===== config.mk =====
export PLATFORM = sky130hd
export DESIGN_NAME = lifo_arbiter_flat
export DESIGN_NICKNAME = d
export VERILOG_FILES = /design/src/rtl/lifo_arb_pkg.sv /design/src/rtl/lifo_arbiter_if.sv /design/src/rtl/rr_arbiter.sv /design/src/rtl/lifo_arbiter.sv /design/src/flat_wrapper.sv
export SDC_FILE = /design/constraint.sdc
export NUM_CORES = 1
export LEC_CHECK = 0
export ABC_AREA = 1
export CAP_MARGIN = 30
export CORE_ASPECT_RATIO = 0.75
export CORE_UTILIZATION = 32
export DETAILED_ROUTE_END_ITERATION = 16
export PLACE_DENSITY_LB_ADDON = 0.1
export SYNTH_ARGS = -nofsm -noshare
export SYNTH_HDL_FRONTEND = slang
export SYNTH_SLANG_ARGS = --single-unit

===== constraint.sdc =====
create_clock -name clk_i -period 4.38 [get_ports clk_i]
set_input_delay 1.314 -clock clk_i [delete_from_list [all_inputs] [get_ports clk_i]]
set_output_delay 1.314 -clock clk_i [all_outputs]
set_load 0.005 [all_outputs]

===== src/rtl/lifo_arb_pkg.sv =====
// Shared types and op encodings for the lifo arbiter.
// Latency: n/a (declarations only).
// Backpressure: n/a.
package lifo_arb_pkg;

  typedef enum logic [1:0] {
    RUN   = 2'd0,
    FLUSH = 2'd1,
    DONE  = 2'd2
  } state_t;

  localparam logic OP_PUSH = 1'b0;
  localparam logic OP_POP  = 1'b1;

endpackage


===== src/rtl/lifo_arbiter_if.sv =====
// Client-side command/response bundle for the lifo arbiter.
// Latency: n/a; response arrives one cycle after the accepting cycle.
// Backpressure: req_ready_o is the one-hot accept; clients hold a command until accepted.
// Ports: req_valid_i/req_op_i/req_data_i (client -> arbiter),
//        req_ready_o/rsp_valid_o/rsp_err_o/rsp_data_o (arbiter -> client).
interface lifo_arbiter_if #(
  parameter int N_CLIENTS = 4,
  parameter int DWIDTH    = 16
);

  logic [N_CLIENTS-1:0]        req_valid_i;
  logic [N_CLIENTS-1:0]        req_op_i;
  logic [N_CLIENTS*DWIDTH-1:0] req_data_i;
  logic [N_CLIENTS-1:0]        req_ready_o;
  logic [N_CLIENTS-1:0]        rsp_valid_o;
  logic                        rsp_err_o;
  logic [DWIDTH-1:0]           rsp_data_o;

  // Requesting clients.
  modport master (
    output req_valid_i, req_op_i, req_data_i,
    input  req_ready_o, rsp_valid_o, rsp_err_o, rsp_data_o
  );

  // The arbiter.
  modport slave (
    input  req_valid_i, req_op_i, req_data_i,
    output req_ready_o, rsp_valid_o, rsp_err_o, rsp_data_o
  );

endinterface


===== src/rtl/rr_arbiter.sv =====
// Round-robin arbiter: one-hot grant to the first requester after the last winner.
// Latency: grant is combinational; the priority pointer moves on the clock after advance.
// Backpressure: the pointer only moves when advance is high, so an unaccepted grant keeps its priority.
// Ports: clk, rst_n (async, active low), req[N], advance; grant[N] one-hot.
module rr_arbiter #(
  parameter int N = 4
) (
  input  logic         clk,
  input  logic         rst_n,
  input  logic [N-1:0] req,
  input  logic         advance,
  output logic [N-1:0] grant
);

  localparam int PW = $clog2(N);

  logic [PW-1:0] ptr_q;
  logic [PW-1:0] ptr_d;
  logic          found;
  int            idx;

  // Search starts just past the last winner and wraps, so the last winner is
  // always checked last.
  always_comb begin
    grant = '0;
    ptr_d = ptr_q;
    found = 1'b0;
    idx   = 0;
    for (int k = 1; k <= N; k++) begin
      idx = (int'(ptr_q) + k) % N;
      if (!found && req[idx[PW-1:0]]) begin
        grant[idx[PW-1:0]] = 1'b1;
        ptr_d              = idx[PW-1:0];
        found              = 1'b1;
      end
    end
  end

  // Reset to the highest index so client 0 wins first.
  always_ff @(posedge clk or negedge rst_n) begin
    if (!rst_n) begin
      ptr_q <= PW'(N - 1);
    end else if (advance && found) begin
      ptr_q <= ptr_d;
    end
  end

endmodule


===== src/rtl/lifo_arbiter.sv =====
// Shares one lifo between N_CLIENTS push/pop requesters, round-robin, one op per cycle, with a drain sequencer.
// Latency: lifo strobe in the accept cycle; per-client response (valid/err/data) exactly one cycle later.
// Backpressure: one-hot req_ready_o in RUN only; no accepts while draining. Rejected ops are consumed with err.
// Ports: clk_i, arstn_i; bus (client command/response, slave side); flush_i, flush_done_o, busy_o;
//        lifo_wrreq_o/lifo_rdreq_o/lifo_data_o to the lifo; lifo_q_i/empty/full/usedw from the lifo.
module lifo_arbiter
  import lifo_arb_pkg::*;
#(
  parameter int N_CLIENTS = 4,
  parameter int DWIDTH    = 16,
  parameter int AWIDTH    = 8
) (
  input  logic              clk_i,
  input  logic              arstn_i,
  lifo_arbiter_if.slave     bus,
  input  logic              flush_i,
  output logic              flush_done_o,
  output logic              busy_o,
  output logic              lifo_wrreq_o,
  output logic              lifo_rdreq_o,
  output logic [DWIDTH-1:0] lifo_data_o,
  input  logic [DWIDTH-1:0] lifo_q_i,
  input  logic              lifo_empty_i,
  input  logic              lifo_full_i,
  input  logic [AWIDTH:0]   lifo_usedw_i
);

  localparam logic [AWIDTH:0] USEDW_MAX = {1'b1, {AWIDTH{1'b0}}};

  state_t                state_q;
  state_t                state_d;
  logic [N_CLIENTS-1:0]  arb_req;
  logic [N_CLIENTS-1:0]  grant;
  logic [N_CLIENTS-1:0]  hs;
  logic                  any_hs;
  logic                  sel_op;
  logic [DWIDTH-1:0]     sel_data;
  logic                  push_ok;
  logic                  pop_ok;
  logic                  rejected;
  logic                  drain_rd;
  logic [N_CLIENTS-1:0]  rsp_vld_q;
  logic                  rsp_err_q;
  logic                  rsp_pop_q;

  // Arbitration is only open in RUN.
  assign arb_req = (state_q == RUN) ? bus.req_valid_i : '0;

  rr_arbiter #(.N(N_CLIENTS)) u_rr (
    .clk     (clk_i),
    .rst_n   (arstn_i),
    .req     (arb_req),
    .advance (any_hs),
    .grant   (grant)
  );

  // Ready is combinational from valid, so it is gated by reset to keep all
  // outputs low while arstn_i is asserted.
  assign bus.req_ready_o = arstn_i ? grant : '0;
  assign hs              = bus.req_valid_i & bus.req_ready_o;
  assign any_hs          = |hs;

  always_comb begin
    sel_op   = OP_PUSH;
    sel_data = '0;
    for (int i = 0; i < N_CLIENTS; i++) begin
      if (grant[i]) begin
        sel_op   = bus.req_op_i[i];
        sel_data = bus.req_data_i[i*DWIDTH +: DWIDTH];
      end
    end
  end

  // Flags reflect every op up to last cycle; with one op per cycle they are exact.
  assign push_ok  = any_hs && (sel_op == OP_PUSH) && !lifo_full_i;
  assign pop_ok   = any_hs && (sel_op == OP_POP) && !lifo_empty_i;
  assign rejected = any_hs && !push_ok && !pop_ok;
  assign drain_rd = (state_q == FLUSH) && !lifo_empty_i;

  // Handshakes only happen in RUN and draining only in FLUSH, so the two
  // read sources never overlap and a write never coincides with a read.
  assign lifo_wrreq_o = push_ok;
  assign lifo_rdreq_o = pop_ok || drain_rd;
  assign lifo_data_o  = push_ok ? sel_data : '0;

  always_ff @(posedge clk_i or negedge arstn_i) begin
    if (!arstn_i) begin
      state_q <= RUN;
    end else begin
      state_q <= state_d;
    end
  end

  always_comb begin
    state_d      = state_q;
    busy_o       = 1'b0;
    flush_done_o = 1'b0;
    case (state_q)
      RUN: begin
        if (flush_i) state_d = FLUSH;
      end
      FLUSH: begin
        busy_o = 1'b1;
        if (lifo_empty_i) state_d = DONE;
      end
      DONE: begin
        flush_done_o = 1'b1;
        state_d      = RUN;
      end
      default: state_d = RUN;
    endcase
  end

  // Response pipeline: one stage, matching the lifo read latency so q lines
  // up with the response strobe.
  always_ff @(posedge clk_i or negedge arstn_i) begin
    if (!arstn_i) begin
      rsp_vld_q <= '0;
      rsp_err_q <= 1'b0;
      rsp_pop_q <= 1'b0;
    end else begin
      rsp_vld_q <= hs;
      rsp_err_q <= rejected;
      rsp_pop_q <= pop_ok;
    end
  end

  assign bus.rsp_valid_o = rsp_vld_q;
  assign bus.rsp_err_o   = rsp_err_q;
  assign bus.rsp_data_o  = rsp_pop_q ? lifo_q_i : '0;

  a_excl: assert property (@(posedge clk_i) disable iff (!arstn_i)
    !(lifo_wrreq_o && lifo_rdreq_o));

  a_usedw: assert property (@(posedge clk_i) disable iff (!arstn_i)
    lifo_usedw_i <= USEDW_MAX);

  for (genvar i = 0; i < N_CLIENTS; i++) begin : g_hold
    a_valid_hold: assert property (@(posedge clk_i) disable iff (!arstn_i)
      (bus.req_valid_i[i] && !bus.req_ready_o[i]) |=> bus.req_valid_i[i]);
    a_op_hold: assert property (@(posedge clk_i) disable iff (!arstn_i)
      (bus.req_valid_i[i] && !bus.req_ready_o[i]) |=> $stable(bus.req_op_i[i]));
  end

endmodule


===== src/flat_wrapper.sv =====
// flat-port wrapper written by rule: the top's interface ports become plain ports
module lifo_arbiter_flat import lifo_arb_pkg::*;
#(
  parameter int N_CLIENTS = 4,
  parameter int DWIDTH    = 16,
  parameter int AWIDTH    = 8
)
  (clk_i, arstn_i, flush_i, flush_done_o, busy_o, lifo_wrreq_o, lifo_rdreq_o, lifo_data_o, lifo_q_i, lifo_empty_i, lifo_full_i, lifo_usedw_i, bus_req_valid_i, bus_req_op_i, bus_req_data_i, bus_req_ready_o, bus_rsp_valid_o, bus_rsp_err_o, bus_rsp_data_o);
  lifo_arbiter_if #(.N_CLIENTS(N_CLIENTS), .DWIDTH(DWIDTH)) bus_i ();
  input  logic clk_i;
  input  logic arstn_i;
  input  logic flush_i;
  output logic flush_done_o;
  output logic busy_o;
  output logic lifo_wrreq_o;
  output logic lifo_rdreq_o;
  output logic [DWIDTH-1:0] lifo_data_o;
  input  logic [DWIDTH-1:0] lifo_q_i;
  input  logic lifo_empty_i;
  input  logic lifo_full_i;
  input  logic [AWIDTH:0] lifo_usedw_i;
  input wire logic [$bits(bus_i.req_valid_i)-1:0] bus_req_valid_i;
  input wire logic [$bits(bus_i.req_op_i)-1:0] bus_req_op_i;
  input wire logic [$bits(bus_i.req_data_i)-1:0] bus_req_data_i;
  output wire logic [$bits(bus_i.req_ready_o)-1:0] bus_req_ready_o;
  output wire logic [$bits(bus_i.rsp_valid_o)-1:0] bus_rsp_valid_o;
  output wire logic [$bits(bus_i.rsp_err_o)-1:0] bus_rsp_err_o;
  output wire logic [$bits(bus_i.rsp_data_o)-1:0] bus_rsp_data_o;
  assign bus_i.req_valid_i = bus_req_valid_i;
  assign bus_i.req_op_i = bus_req_op_i;
  assign bus_i.req_data_i = bus_req_data_i;
  assign bus_req_ready_o = bus_i.req_ready_o;
  assign bus_rsp_valid_o = bus_i.rsp_valid_o;
  assign bus_rsp_err_o = bus_i.rsp_err_o;
  assign bus_rsp_data_o = bus_i.rsp_data_o;
  lifo_arbiter #(.N_CLIENTS(N_CLIENTS), .DWIDTH(DWIDTH), .AWIDTH(AWIDTH)) u_core (.clk_i(clk_i), .arstn_i(arstn_i), .bus(bus_i), .flush_i(flush_i), .flush_done_o(flush_done_o), .busy_o(busy_o), .lifo_wrreq_o(lifo_wrreq_o), .lifo_rdreq_o(lifo_rdreq_o), .lifo_data_o(lifo_data_o), .lifo_q_i(lifo_q_i), .lifo_empty_i(lifo_empty_i), .lifo_full_i(lifo_full_i), .lifo_usedw_i(lifo_usedw_i));
endmodule

==> results.md <==
- CTS tree: built
- Cell internal pwr: roughly 1.6 mW
- Core Area: ~5000 µm²
- Clock Latency Late Sink: ~0.26 ns
- Number of global-route vias before repair: 2,561
- Pwr Density: about 800 nW/µm²
- CTS Buf Count: 3
- Post-Syn Area: around 1700 µm²
- Met1 Use GR: between 20% and 30%
- Failing checks: setup timing
- Worst-path maximum fanout: 7
- XOR/XNOR Fraction of Synth Area: 0%
- Reg power frac: ~4.4%
- CP startpoint kind: input port
- Synth area leader: nand2_1
- CP Cell Sequence: buf_6 -> nand3_2 -> nand3_2 -> nand2_2 -> nand2_4 -> nor2_4 -> nand3_2 -> nand2_2 -> nand3_4 -> nand2_4 -> nor2_4 -> inv_2 -> nand4_4 -> clkbuf_16 -> buf_6 -> nor2_2 -> buf_2
- Die width: 85.6 µm
- Yosys cell types: 22
- FF-to-FF setup slack: roughly 0.040 ns
- H-tree Lvls: 1
- Combinational power share: between 90% and 100%
- Largest family of logic cells by synthesized area: simple AND/OR/NAND/NOR gates
- Final min period: approximately 4.6 ns
- Via Count: between 3,000 and 4,000
- Worst path most repeated cell: nand3_2
- CP required: ~3.1 ns
- Slowest stage delay, CP: between 0.2 and 0.25 ns
- Final number of setup-violating endpoints: 21
- WS Path Type: input port to output pin
- Post-layout util: a little under nine tenths
- TritonRoute pass-1 iters: 4
- CTS Buffer Depth: 2
- Synthesis-to-finish area growth: 154%
- Max transition margin: about three fifths
- Antenna Nets Post-Route: 0
- Worst hold path type: flop to flop
- Clock sink count: 10
- Fmax achieved: between 0.2 and 0.25 GHz
- Non-Filler Instances: between 500 and 600
- Switching Fraction: a little over half
- Synth Area in Adders: around 6.0%
- Pin count of the biggest net entering global routing: 29
- Final Hold Vio Count: 0
- Worst slew pin tran: 0.625 ns
- Row Count: 22
- Final Slew Violations: 0
- Top cell type's share of synthesized area: between 10% and 20%
- Post-synthesis mux area share: 0%
- Post-DP Area: 3300 µm²
- Die Height: roughly 65 µm
- GR Overflow Total: 0
- GR Layer Usage met3: 7.26%
- Cell count after synthesis: approximately 300
- Final wirelength: approximately 10 mm
- Clk_skew: roughly 0.0067 ns
- Crit path max-delay cell type: clkbuf_16
- Compound-gate portion of the synthesized area: a little under a fifth
- Root buffer selected by CTS: clkbuf_8
- Tcrit/Tclk final: 106%
- Area contributors post-synth: nand2_1 17%, dfrtp_1 12%, nand3_1 12%, inv_1 11%, a21oi_1 10%
- Most used routing layer: met2
- Layout cell share with drive strength beyond 1: around two fifths
- Crit path capture type: output pin
- Maximum vdd drop: ~0.45 mV
- GRT Total Usage: a little over a quarter
- Worst hold margin: approximately 0.6 ns
- Simple-gate share of the synthesized area: between 40 and 50%
- DIE AREA: 5540 µm²
- Clock-pin slew on the worst setup and hold paths: ~0.050 ns
- Final non-filler cell area: about 4300 µm²
- Mean post-synth cell area: roughly 5.6 µm²
- Status: complete, but fails checks
- Final nets: about 600
- Yosys warnings: 0
- Placed cells: roughly 520
- Leak pwr: 2.11 nW
- HPWL after detailed placement: between 5 and 6 mm
- Final setup margin: -0.269 ns
- DR WL/cell: between 15 and 20 µm
- Vias per cell: approximately 5.3
- Diode count: 0
- Grt met2 use: a little over 50%
- First-pass GRT wire length: approximately 12 mm
- Seq/Total Area, Yosys: between 15 and 20%
- WP data arrival: around 3.3 ns
- # fillers: approximately 250
- Initial core utilization: between 30% and 40%
- RSZ-0062 raised after global routing: yes
- Max-cap violations: 0
- Post-synthesis net count: roughly 410
- Clock power frac: about 3.8%
- Port bufs: roughly 140
- Net switching power: around 1.9 mW
- Initial DRC Count: ~210
- DRC Markers: 0
- IO Count: about 150
- Placer Congestion: 0.872
- Initial antenna violation count: 0
- FF+latch count, synth: 10
- Hold_buf cts: 0
## logic make-up after synthesis
family,Yosys count
simple gates,159
flops,10
compound gates,55
fa+ha+maj,8
buf+inv,67
## layer usage
layer / up-vias / share of wire [%]
met5: - / 0
met2: 187 / 48
met1: 1424 / 40
met4: 0 / 4.3
li1: 1361 / -
met3: 37 / 7.4
## final cells by class
| class | instances | area [µm²] | share of cell area (%) |
|---|---|---|---|
| timing repair buffer | 208 | 2010 | 47.1 |
| multi-input combinational | 222 | 1650 | 38.7 |
| sequential | 10 | 253 | 5.93 |
| inverter | 55 | 206 | 4.84 |
| tap | 72 | 90.1 | 2.11 |
| clock buffer | 4 | 55.1 | 1.29 |
## timing repair
item / CTS / global route
pin swaps: 21 / 37
gates resized for setup: 137 / 101
gates cloned: 1 / 3
buffers inserted: 34 / 9
setup endpoints to repair: 22 / 23
## power by group through the flow
stage | clock network (mW) | logic, mW | registers, mW
final | 0.129 | 3.16 | 0.150
after global routing | 0.132 | 3.34 | 0.154
after CTS | 0.123 | 2.26 | 0.149
after detailed placement | 0 | 1.92 | 0.150
after global placement | 0 | 1.87 | 0.150
after floorplan | 0 | 1.24 | 0.157
## cells in the mapped netlist
cell type   n
nand2_2     7
nand3_2     3
nand4_4     1
buf_6       1
a22oi_1    16
nand2_4     1
buf_1       3
o21ai_1     1
nand3_1    40
inv_1      51
buf_2       3
o21ai_0     3
clkbuf_1    5
dfstp_2     2
nor2_1     21
nand2_1    74
inv_2       4
nor2_4      2
dfrtp_1     8
a21oi_1    35
ha_1        8
nor2_2     10
## path summary, 6_finish.rpt
check,start,end,depth (start not counted)
worst min register to register,u_core.state_q[1],u_core.state_q[1],3
worst max-delay path,bus_req_valid_i[2],lifo_data_o[0],17
min in group asynchronous,arstn_i,u_core.bus.rsp_valid_o[1],2
max in group asynchronous,arstn_i,u_core.u_rr.ptr_q[1],2
worst min-delay path,u_core.state_q[1],u_core.state_q[1],3
worst max register to register,u_core.u_rr.ptr_q[0],u_core.bus.rsp_valid_o[3],30
## per-stage QoR
step                total power, mW  TNS (ns)  setup WS [ns]
finish                         3.43     -3.35         -0.269
global route                   3.63     -4.64         -0.336
CTS                            2.53    -0.318        -0.0852
detailed placement             2.07    -14.49         -0.770
global placement               2.02    -14.19         -0.749
floorplan                      1.40         0          0.369
## worst max-delay path, delay by kind of cell
family	cells	cell delay, ns
buffers and inverters	5	0.65
and+or+nand+nor	12	1.36
## state kept, by name, indices dropped and copies added (netlist names)
name and flops:
u_core.state_q 2, u_core.bus.rsp_valid_o 4, u_core.rsp_pop_q 1, u_core.u_rr.ptr_q 2
u_core.bus.rsp_err_o 1
## cell usage in the layout, fill, tap and decap left out, types with 13 or more instances in the layout
cell	n
inv_1	50
clkdlybuf4s50_1	111
nor2_4	15
buf_4	46
a21oi_1	23
buf_2	15
nand2_1	60
nor2_2	13
buf_6	20
nand2_2	14
nand3_1	21
No activity file was read; power rests on OpenSTA's default activity.
